$ cat src/rtl/mem_access_unit_if.sv
// Bundle of the request/response handshake and the data-memory port of mem_access_unit.
// slave is the unit's view; master is the view of whatever drives requests and models memory.
interface mem_access_unit_if #(
  parameter int unsigned ADDR_W = 32
);
  logic              req_valid;
  logic              req_ready;
  logic              req_store;
  logic [2:0]        req_funct3;
  logic [ADDR_W-1:0] req_addr;
  logic [31:0]       req_wdata;

  logic              resp_valid;
  logic [31:0]       resp_rdata;
  logic [1:0]        resp_err;

  logic [ADDR_W-1:0] mem_address;
  logic              mem_read_write;
  logic [1:0]        mem_access_size;
  logic [31:0]       mem_data_in;
  logic [31:0]       mem_data_out;

  modport slave (
    input  req_valid, req_store, req_funct3, req_addr, req_wdata, mem_data_out,
    output req_ready, resp_valid, resp_rdata, resp_err,
           mem_address, mem_read_write, mem_access_size, mem_data_in
  );

  modport master (
    output req_valid, req_store, req_funct3, req_addr, req_wdata, mem_data_out,
    input  req_ready, resp_valid, resp_rdata, resp_err,
           mem_address, mem_read_write, mem_access_size, mem_data_in
  );
endinterface

$ cat src/rtl/mem_access_unit.sv
// Load/store front-end: legality check, one memory access, extended registered load response.
// Define MAU_MISALIGN_SPLIT_EN to service misaligned half/word accesses as byte sequences.
module mem_access_unit #(
  parameter int unsigned MEM_DEPTH = 32,
  parameter int unsigned ADDR_W    = 32
) (
  input logic              clk,
  input logic              rst_n,
  mem_access_unit_if.slave bus
);
  localparam int unsigned AW1 = ADDR_W + 1;

  typedef enum logic [1:0] {IDLE, ISSUE, RESP} state_e;
  typedef enum logic [1:0] {
    ERR_OK = 2'b00, ERR_MISALIGN = 2'b01, ERR_RANGE = 2'b10, ERR_FUNCT3 = 2'b11
  } err_e;

  state_e            state_q, state_d;
  logic              store_q, store_d;
  logic [2:0]        funct3_q, funct3_d;
  logic [ADDR_W-1:0] addr_q, addr_d;
  logic [31:0]       wdata_q, wdata_d;
  logic [31:0]       rdata_q, rdata_d;
  logic [1:0]        err_q, err_d;
`ifdef MAU_MISALIGN_SPLIT_EN
  logic [1:0]        cnt_q, cnt_d;
  logic [31:0]       asm_q, asm_d;
`endif

  logic [1:0]        size;
  logic [1:0]        last_byte;
  logic              illegal, misaligned, out_of_range;
  logic [AW1-1:0]    end_addr;
  err_e              chk_err;

  logic              done;
  logic [31:0]       load_word;
  logic [ADDR_W-1:0] mem_addr_c;
  logic              mem_rw_c;
  logic [1:0]        mem_size_c;
  logic [31:0]       mem_wdata_c;

  function automatic logic [31:0] extend(input logic [31:0] w, input logic [2:0] f3);
    case (f3)
      3'b000:  return {{24{w[7]}}, w[7:0]};
      3'b001:  return {{16{w[15]}}, w[15:0]};
      3'b010:  return w;
      3'b100:  return {24'b0, w[7:0]};
      3'b101:  return {16'b0, w[15:0]};
      default: return 32'b0;
    endcase
  endfunction

  // Legality of the captured request; the end address is one bit wider so it cannot wrap.
  always_comb begin
    size         = funct3_q[1:0];
    last_byte    = (size == 2'd0) ? 2'd0 : (size == 2'd1) ? 2'd1 : 2'd3;
    illegal      = store_q ? (funct3_q > 3'b010)
                           : !(funct3_q inside {3'b000, 3'b001, 3'b010, 3'b100, 3'b101});
    misaligned   = ((size == 2'd1) && addr_q[0]) || ((size == 2'd2) && (addr_q[1:0] != 2'b00));
    end_addr     = {1'b0, addr_q} + AW1'(last_byte);
    out_of_range = end_addr >= AW1'(MEM_DEPTH);
    if (illegal)           chk_err = ERR_FUNCT3;
`ifndef MAU_MISALIGN_SPLIT_EN
    else if (misaligned)   chk_err = ERR_MISALIGN;
`endif
    else if (out_of_range) chk_err = ERR_RANGE;
    else                   chk_err = ERR_OK;
  end

  // NOTE: every variable written here gets a default first, so no path leaves one unassigned and no latch is inferred.
  always_comb begin
    state_d     = state_q;
    store_d     = store_q;
    funct3_d    = funct3_q;
    addr_d      = addr_q;
    wdata_d     = wdata_q;
    rdata_d     = rdata_q;
    err_d       = err_q;
`ifdef MAU_MISALIGN_SPLIT_EN
    cnt_d       = cnt_q;
    asm_d       = asm_q;
`endif
    done        = 1'b1;
    load_word   = bus.mem_data_out;
    mem_addr_c  = '0;
    mem_rw_c    = 1'b0;
    mem_size_c  = 2'd0;
    mem_wdata_c = 32'b0;

    case (state_q)
      IDLE: begin
        if (bus.req_valid) begin
          store_d  = bus.req_store;
          funct3_d = bus.req_funct3;
          addr_d   = bus.req_addr;
          wdata_d  = bus.req_wdata;
`ifdef MAU_MISALIGN_SPLIT_EN
          cnt_d    = 2'd0;
          asm_d    = 32'b0;
`endif
          state_d  = ISSUE;
        end
      end
      ISSUE: begin
        if (chk_err == ERR_OK) begin
`ifdef MAU_MISALIGN_SPLIT_EN
          if (misaligned) begin
            // One byte per pass; load bytes collect little-endian in asm.
            mem_addr_c  = addr_q + ADDR_W'(cnt_q);
            mem_rw_c    = store_q;
            mem_wdata_c = {24'b0, wdata_q[{cnt_q, 3'b000} +: 8]};
            asm_d[{cnt_q, 3'b000} +: 8] = bus.mem_data_out[7:0];
            cnt_d       = cnt_q + 2'd1;
            load_word   = asm_d;
            done        = (cnt_q == last_byte);
          end else
`endif
          begin
            mem_addr_c  = addr_q;
            mem_rw_c    = store_q;
            mem_size_c  = size;
            mem_wdata_c = wdata_q;
          end
        end
        if (done) begin
          err_d   = chk_err;
          rdata_d = ((chk_err == ERR_OK) && !store_q) ? extend(load_word, funct3_q) : 32'b0;
          state_d = RESP;
        end
      end
      RESP:    state_d = IDLE;
      default: state_d = IDLE;
    endcase
  end

  // NOTE: state registers use non-blocking assignments so every flop samples pre-edge values.
  always_ff @(posedge clk or negedge rst_n) begin
    if (!rst_n) begin
      state_q  <= IDLE;
      store_q  <= 1'b0;
      funct3_q <= 3'b0;
      addr_q   <= '0;
      wdata_q  <= 32'b0;
      rdata_q  <= 32'b0;
      err_q    <= 2'b0;
`ifdef MAU_MISALIGN_SPLIT_EN
      cnt_q    <= 2'd0;
      asm_q    <= 32'b0;
`endif
    end else begin
      state_q  <= state_d;
      store_q  <= store_d;
      funct3_q <= funct3_d;
      addr_q   <= addr_d;
      wdata_q  <= wdata_d;
      rdata_q  <= rdata_d;
      err_q    <= err_d;
`ifdef MAU_MISALIGN_SPLIT_EN
      cnt_q    <= cnt_d;
      asm_q    <= asm_d;
`endif
    end
  end

  assign bus.req_ready       = (state_q == IDLE);
  assign bus.resp_valid      = (state_q == RESP);
  assign bus.resp_rdata      = rdata_q;
  assign bus.resp_err        = err_q;
  assign bus.mem_address     = mem_addr_c;
  assign bus.mem_read_write  = mem_rw_c;
  assign bus.mem_access_size = mem_size_c;
  assign bus.mem_data_in     = mem_wdata_c;
endmodule

$ cat src/flat_wrapper.sv
// flat-port wrapper written by rule: the top's interface ports become plain ports
module mem_access_unit_flat 
#(
  parameter int unsigned MEM_DEPTH = 32,
  parameter int unsigned ADDR_W    = 32
)
  (clk, rst_n, bus_req_valid, bus_req_store, bus_req_funct3, bus_req_addr, bus_req_wdata, bus_mem_data_out, bus_req_ready, bus_resp_valid, bus_resp_rdata, bus_resp_err, bus_mem_address, bus_mem_read_write, bus_mem_access_size, bus_mem_data_in);
  mem_access_unit_if #(.ADDR_W(ADDR_W)) bus_i ();
  input logic clk;
  input logic rst_n;
  input wire logic [$bits(bus_i.req_valid)-1:0] bus_req_valid;
  input wire logic [$bits(bus_i.req_store)-1:0] bus_req_store;
  input wire logic [$bits(bus_i.req_funct3)-1:0] bus_req_funct3;
  input wire logic [$bits(bus_i.req_addr)-1:0] bus_req_addr;
  input wire logic [$bits(bus_i.req_wdata)-1:0] bus_req_wdata;
  input wire logic [$bits(bus_i.mem_data_out)-1:0] bus_mem_data_out;
  output wire logic [$bits(bus_i.req_ready)-1:0] bus_req_ready;
  output wire logic [$bits(bus_i.resp_valid)-1:0] bus_resp_valid;
  output wire logic [$bits(bus_i.resp_rdata)-1:0] bus_resp_rdata;
  output wire logic [$bits(bus_i.resp_err)-1:0] bus_resp_err;
  output wire logic [$bits(bus_i.mem_address)-1:0] bus_mem_address;
  output wire logic [$bits(bus_i.mem_read_write)-1:0] bus_mem_read_write;
  output wire logic [$bits(bus_i.mem_access_size)-1:0] bus_mem_access_size;
  output wire logic [$bits(bus_i.mem_data_in)-1:0] bus_mem_data_in;
  assign bus_i.req_valid = bus_req_valid;
  assign bus_i.req_store = bus_req_store;
  assign bus_i.req_funct3 = bus_req_funct3;
  assign bus_i.req_addr = bus_req_addr;
  assign bus_i.req_wdata = bus_req_wdata;
  assign bus_i.mem_data_out = bus_mem_data_out;
  assign bus_req_ready = bus_i.req_ready;
  assign bus_resp_valid = bus_i.resp_valid;
  assign bus_resp_rdata = bus_i.resp_rdata;
  assign bus_resp_err = bus_i.resp_err;
  assign bus_mem_address = bus_i.mem_address;
  assign bus_mem_read_write = bus_i.mem_read_write;
  assign bus_mem_access_size = bus_i.mem_access_size;
  assign bus_mem_data_in = bus_i.mem_data_in;
  mem_access_unit #(.MEM_DEPTH(MEM_DEPTH), .ADDR_W(ADDR_W)) u_core (.clk(clk), .rst_n(rst_n), .bus(bus_i));
endmodule
$ cat config.mk
export PLATFORM = sky130hd
export DESIGN_NAME = mem_access_unit_flat
export DESIGN_NICKNAME = d
export VERILOG_FILES = /design/src/rtl/mem_access_unit_if.sv /design/src/rtl/mem_access_unit.sv /design/src/flat_wrapper.sv
export SDC_FILE = /design/constraint.sdc
export NUM_CORES = 1
export LEC_CHECK = 0
export ABC_AREA = 0
export BUFFER_PORTS_ARGS = -buffer_cell sky130_fd_sc_hd__buf_4
export CORE_ASPECT_RATIO = 0.9
export CORE_MARGIN = 8
export CORE_UTILIZATION = 30
export CTS_BUF_LIST = sky130_fd_sc_hd__clkbuf_16
export CTS_CLUSTER_SIZE = 28
export DETAILED_ROUTE_END_ITERATION = 6
export SLEW_MARGIN = 0
export SYNTH_ARGS = -nofsm -noshare
export SYNTH_HDL_FRONTEND = slang
export SYNTH_SLANG_ARGS = --single-unit
export TNS_END_PERCENT = 10
$ cat constraint.sdc
create_clock -name clk -period 8.8 [get_ports clk]
set_input_delay 0.88 -clock clk [delete_from_list [all_inputs] [get_ports clk]]
set_output_delay 0.88 -clock clk [all_outputs]
set_load 0.05 [all_outputs]
==> impl_metrics.yaml <==
sta:
  fin_setup_tns_ns: 0
  slew_viol_final: 0
  max_clock_freq_mhz: 186.1
  fin_crit_ns: 5.373
  fin_ws_ns: 3.427
  rsz0062_at_grt: "false"
  hold_viol_final: 0
  tightest_slew_ns: 1.098
  clock_skew_ns: 0.01247
  final-setup-viol-count: 0
  max-slew-margin-rel_pct: 26.79
  period_share_pct: 61.06
die:
  std_cell_rows: 48
  die-height_um: 147.6
  start_util_pct: 30.30
  die_w_um: 162.2
  io_pins: 206
  die_area_um2: 23930
  core_um2: 19040
route:
  drt_iter0_drc: 206
  wl_met1_mm: 7.841
  postRouteAntennaNets: 0
  dr_wl_met3_mm: 1.439
  wl_met2_mm: 8.164
  first_pass_iters: 4
  routed_wl_mm: 17.62
  vias: 4905
  routed_via_density: 4.833
  drc_errors: 0
  wl_per_cell_um: 17.36
  routed.top_layer: "met4"
cells_and_area:
  regArea_um2: 2603
  drive_above_1_share_pct: 35.03
  fillers: 1938
  area_delta_synth_final_pct: 29.93
  final_nets: 866
  final_cell_mix: "187 x buf_4, 104 x dfrtp_1, 94 x nand2_1, 56 x inv_1, 51 x o21ai_0"
  layout_commonest_cell: "buf_4"
  n_antenna_cell: 0
  multi_input_area_um2: 2670
setup_path:
  worstSetupStartpointType: "flop"
  reg2reg_depth: 11
  cp_cell_sequence: "inv_1 -> nand2_1 -> ha_1 -> fa_1 -> nand3_1 -> nor3_1 -> mux2_2 -> nor2_1 -> o221ai_1 -> or4_4 -> nor4_1 -> buf_4"
  reg2reg_slack_ns: 4.82
  endpoint: "bus_mem_access_size[0]"
  reg2reg_to: "u_core.bus.resp_rdata[29]"
  cp-startpoint: "u_core.funct3_q[1]"
  regToRegStartpoint: "u_core.funct3_q[1]"
  crit_path_end_kind: "output pin"
  worstSetupPathType: "reg2out"
  arrival_ns: 4.49
  slowest_delay_ns: 0.90
  critical_path.max_fanout: 74
  critPathRequiredTime_ns: 7.92
  critPathSlowestCell: "or4_4"
global_routing:
  grt_max_degree: 75
  grt_pass1_wl_mm: 27.58
  grt_use_total_pct: 14.39
  grt_pass1_vias: 5001
  grt_overflow: 0
  antenna_found_initial: 0
cts:
  clock_path_buffers: 2
  cts_max_level: 3
  post_cts_buffers: 0
  cts_inserted_buffers: 9
  cts_sinks: 104
  path_clk_slew_ns: 0.08
  cts_tree: "done"
  clk_latency_ns: 0.36
  ctsHoldBuffers: 0
  post_cts_resized: 0
  cts-root-buf: "clkbuf_16"
placed_design:
  dp_hpwl_mm: 12.54
  place.gp.congestion: 0.7796
  portBuffers: 179
  dp_slack_ns: 3.783
logic_synthesis:
  post_synth_inst_count: 608
  syn_avg_cell_area_um2: 9.489
  post_synth_num_cell_types: 51
  synth-main-ff-cell: "dfrtp_1"
  synth_edf_count: 0
  synth.ff_latch_count: 104
  netlist_area_um2: 5769
  ys_async_sr_fraction_pct: 100.0
  ys_seq_area_share_pct: 45.11
  yosys_warnings: 0
worst_hold_path:
  hold_path.class: "reg2reg"
power:
  power_density_nw_per_um2: 190.8
  finalPower_uw: 1430
  vdd_drop_max_mv: 0.09538
  power.leakage_uw: 0.003518
run:
  drv_cap: 0
outcome:
  status: "finished clean"
==> critical path, delay by kind of cell (launching register included) <==
kind	cells	cell delay (ns)
simple gates	6	2.14
mux	1	0.36
buf+inv	2	0.51
flops	1	0.53
fa+ha+maj	2	0.37
compound gates	1	0.12
==> power by group <==
group	internal, uW	switching, uW
registers	559	80.6
logic	137	239
clock network	221	194
total	917	513
==> synthesized netlist by cell type (all sizes together) (6+ instances only) <==
library cell,number,share of area [%]
a21oi,30,2.6
buf,38,4.7
clkbuf,33,2.1
dfrtp,104,45
inv,56,3.6
mux2,26,5.1
nand2,95,6.2
nand3,13,1.3
nand4,9,1.2
nor2,15,0.98
nor3,8,0.69
nor4,50,6.2
o21ai,51,4.4
o41ai,32,8.6
xor2,6,0.91
==> per-layer routing <==
metal / up-vias / global-route usage (%)
met5: - / 0
li1: 2397 / -
met1: 2342 / 18.31
met3: 10 / 5.977
met4: 0 / 2.683
met2: 156 / 22.62
==> kinds of logic (layout without fill, tap and decap cells) <==
group,Yosys count,count (layout),share of synthesized area [%]
and+or+nand+nor,208,208,18.91
other,1,26,0.06500
DFF,104,104,45.11
buffers and inverters,127,259,10.52
AOI/OAI and AO/OA,128,128,17.78
muxes,30,30,5.769
xor gates and xnor gates,7,7,1.063
adders and majority gates,3,3,0.7807
==> how the worst min path moves through the flow <==
stage	startpoint	endpoint	cells past startpoint
after floorplan	u_core.wdata_q[0]	u_core.wdata_q[0]	2
after global placement	u_core.bus.resp_rdata[26]	u_core.bus.resp_rdata[26]	2
after detailed placement	u_core.bus.resp_rdata[22]	u_core.bus.resp_rdata[22]	2
after CTS	u_core.bus.resp_rdata[23]	u_core.bus.resp_rdata[23]	2
after global routing	u_core.bus.resp_rdata[14]	u_core.bus.resp_rdata[14]	2
final	u_core.bus.resp_rdata[3]	u_core.bus.resp_rdata[3]	2
==> metrics by stage <==
stage	cells	area (um^2)	hold WS (ns)	util (%)
after CTS	1015	7496	0.4847	39.37
after floorplan	633	5863	0.5045	-
after global routing	1015	7496	0.5008	39.37
final	1015	7496	0.4790	39.37
after detailed placement	999	7199	0.4666	37.82
after global placement	999	7199	0.4599	37.82
==> sequential cells by signal (all words and copies together) (netlist names) <==
name                   cells
u_core.addr_q             32
u_core.bus.resp_rdata     32
u_core.wdata_q            32
u_core.funct3_q            3
u_core.bus.resp_err        2
u_core.state_q             2
u_core.store_q             1
==> layout make-up <==
type | instances | area share [%]
flip-flops and latches | 104 | 34.72
multi-input cells | 402 | 35.62
clock inverters | 7 | 0.9514
repair buffers | 187 | 18.73
well taps | 250 | 4.173
inverters | 56 | 2.804
clock buffers | 9 | 3.005
Note: power is estimated with default switching activity, not from simulation.
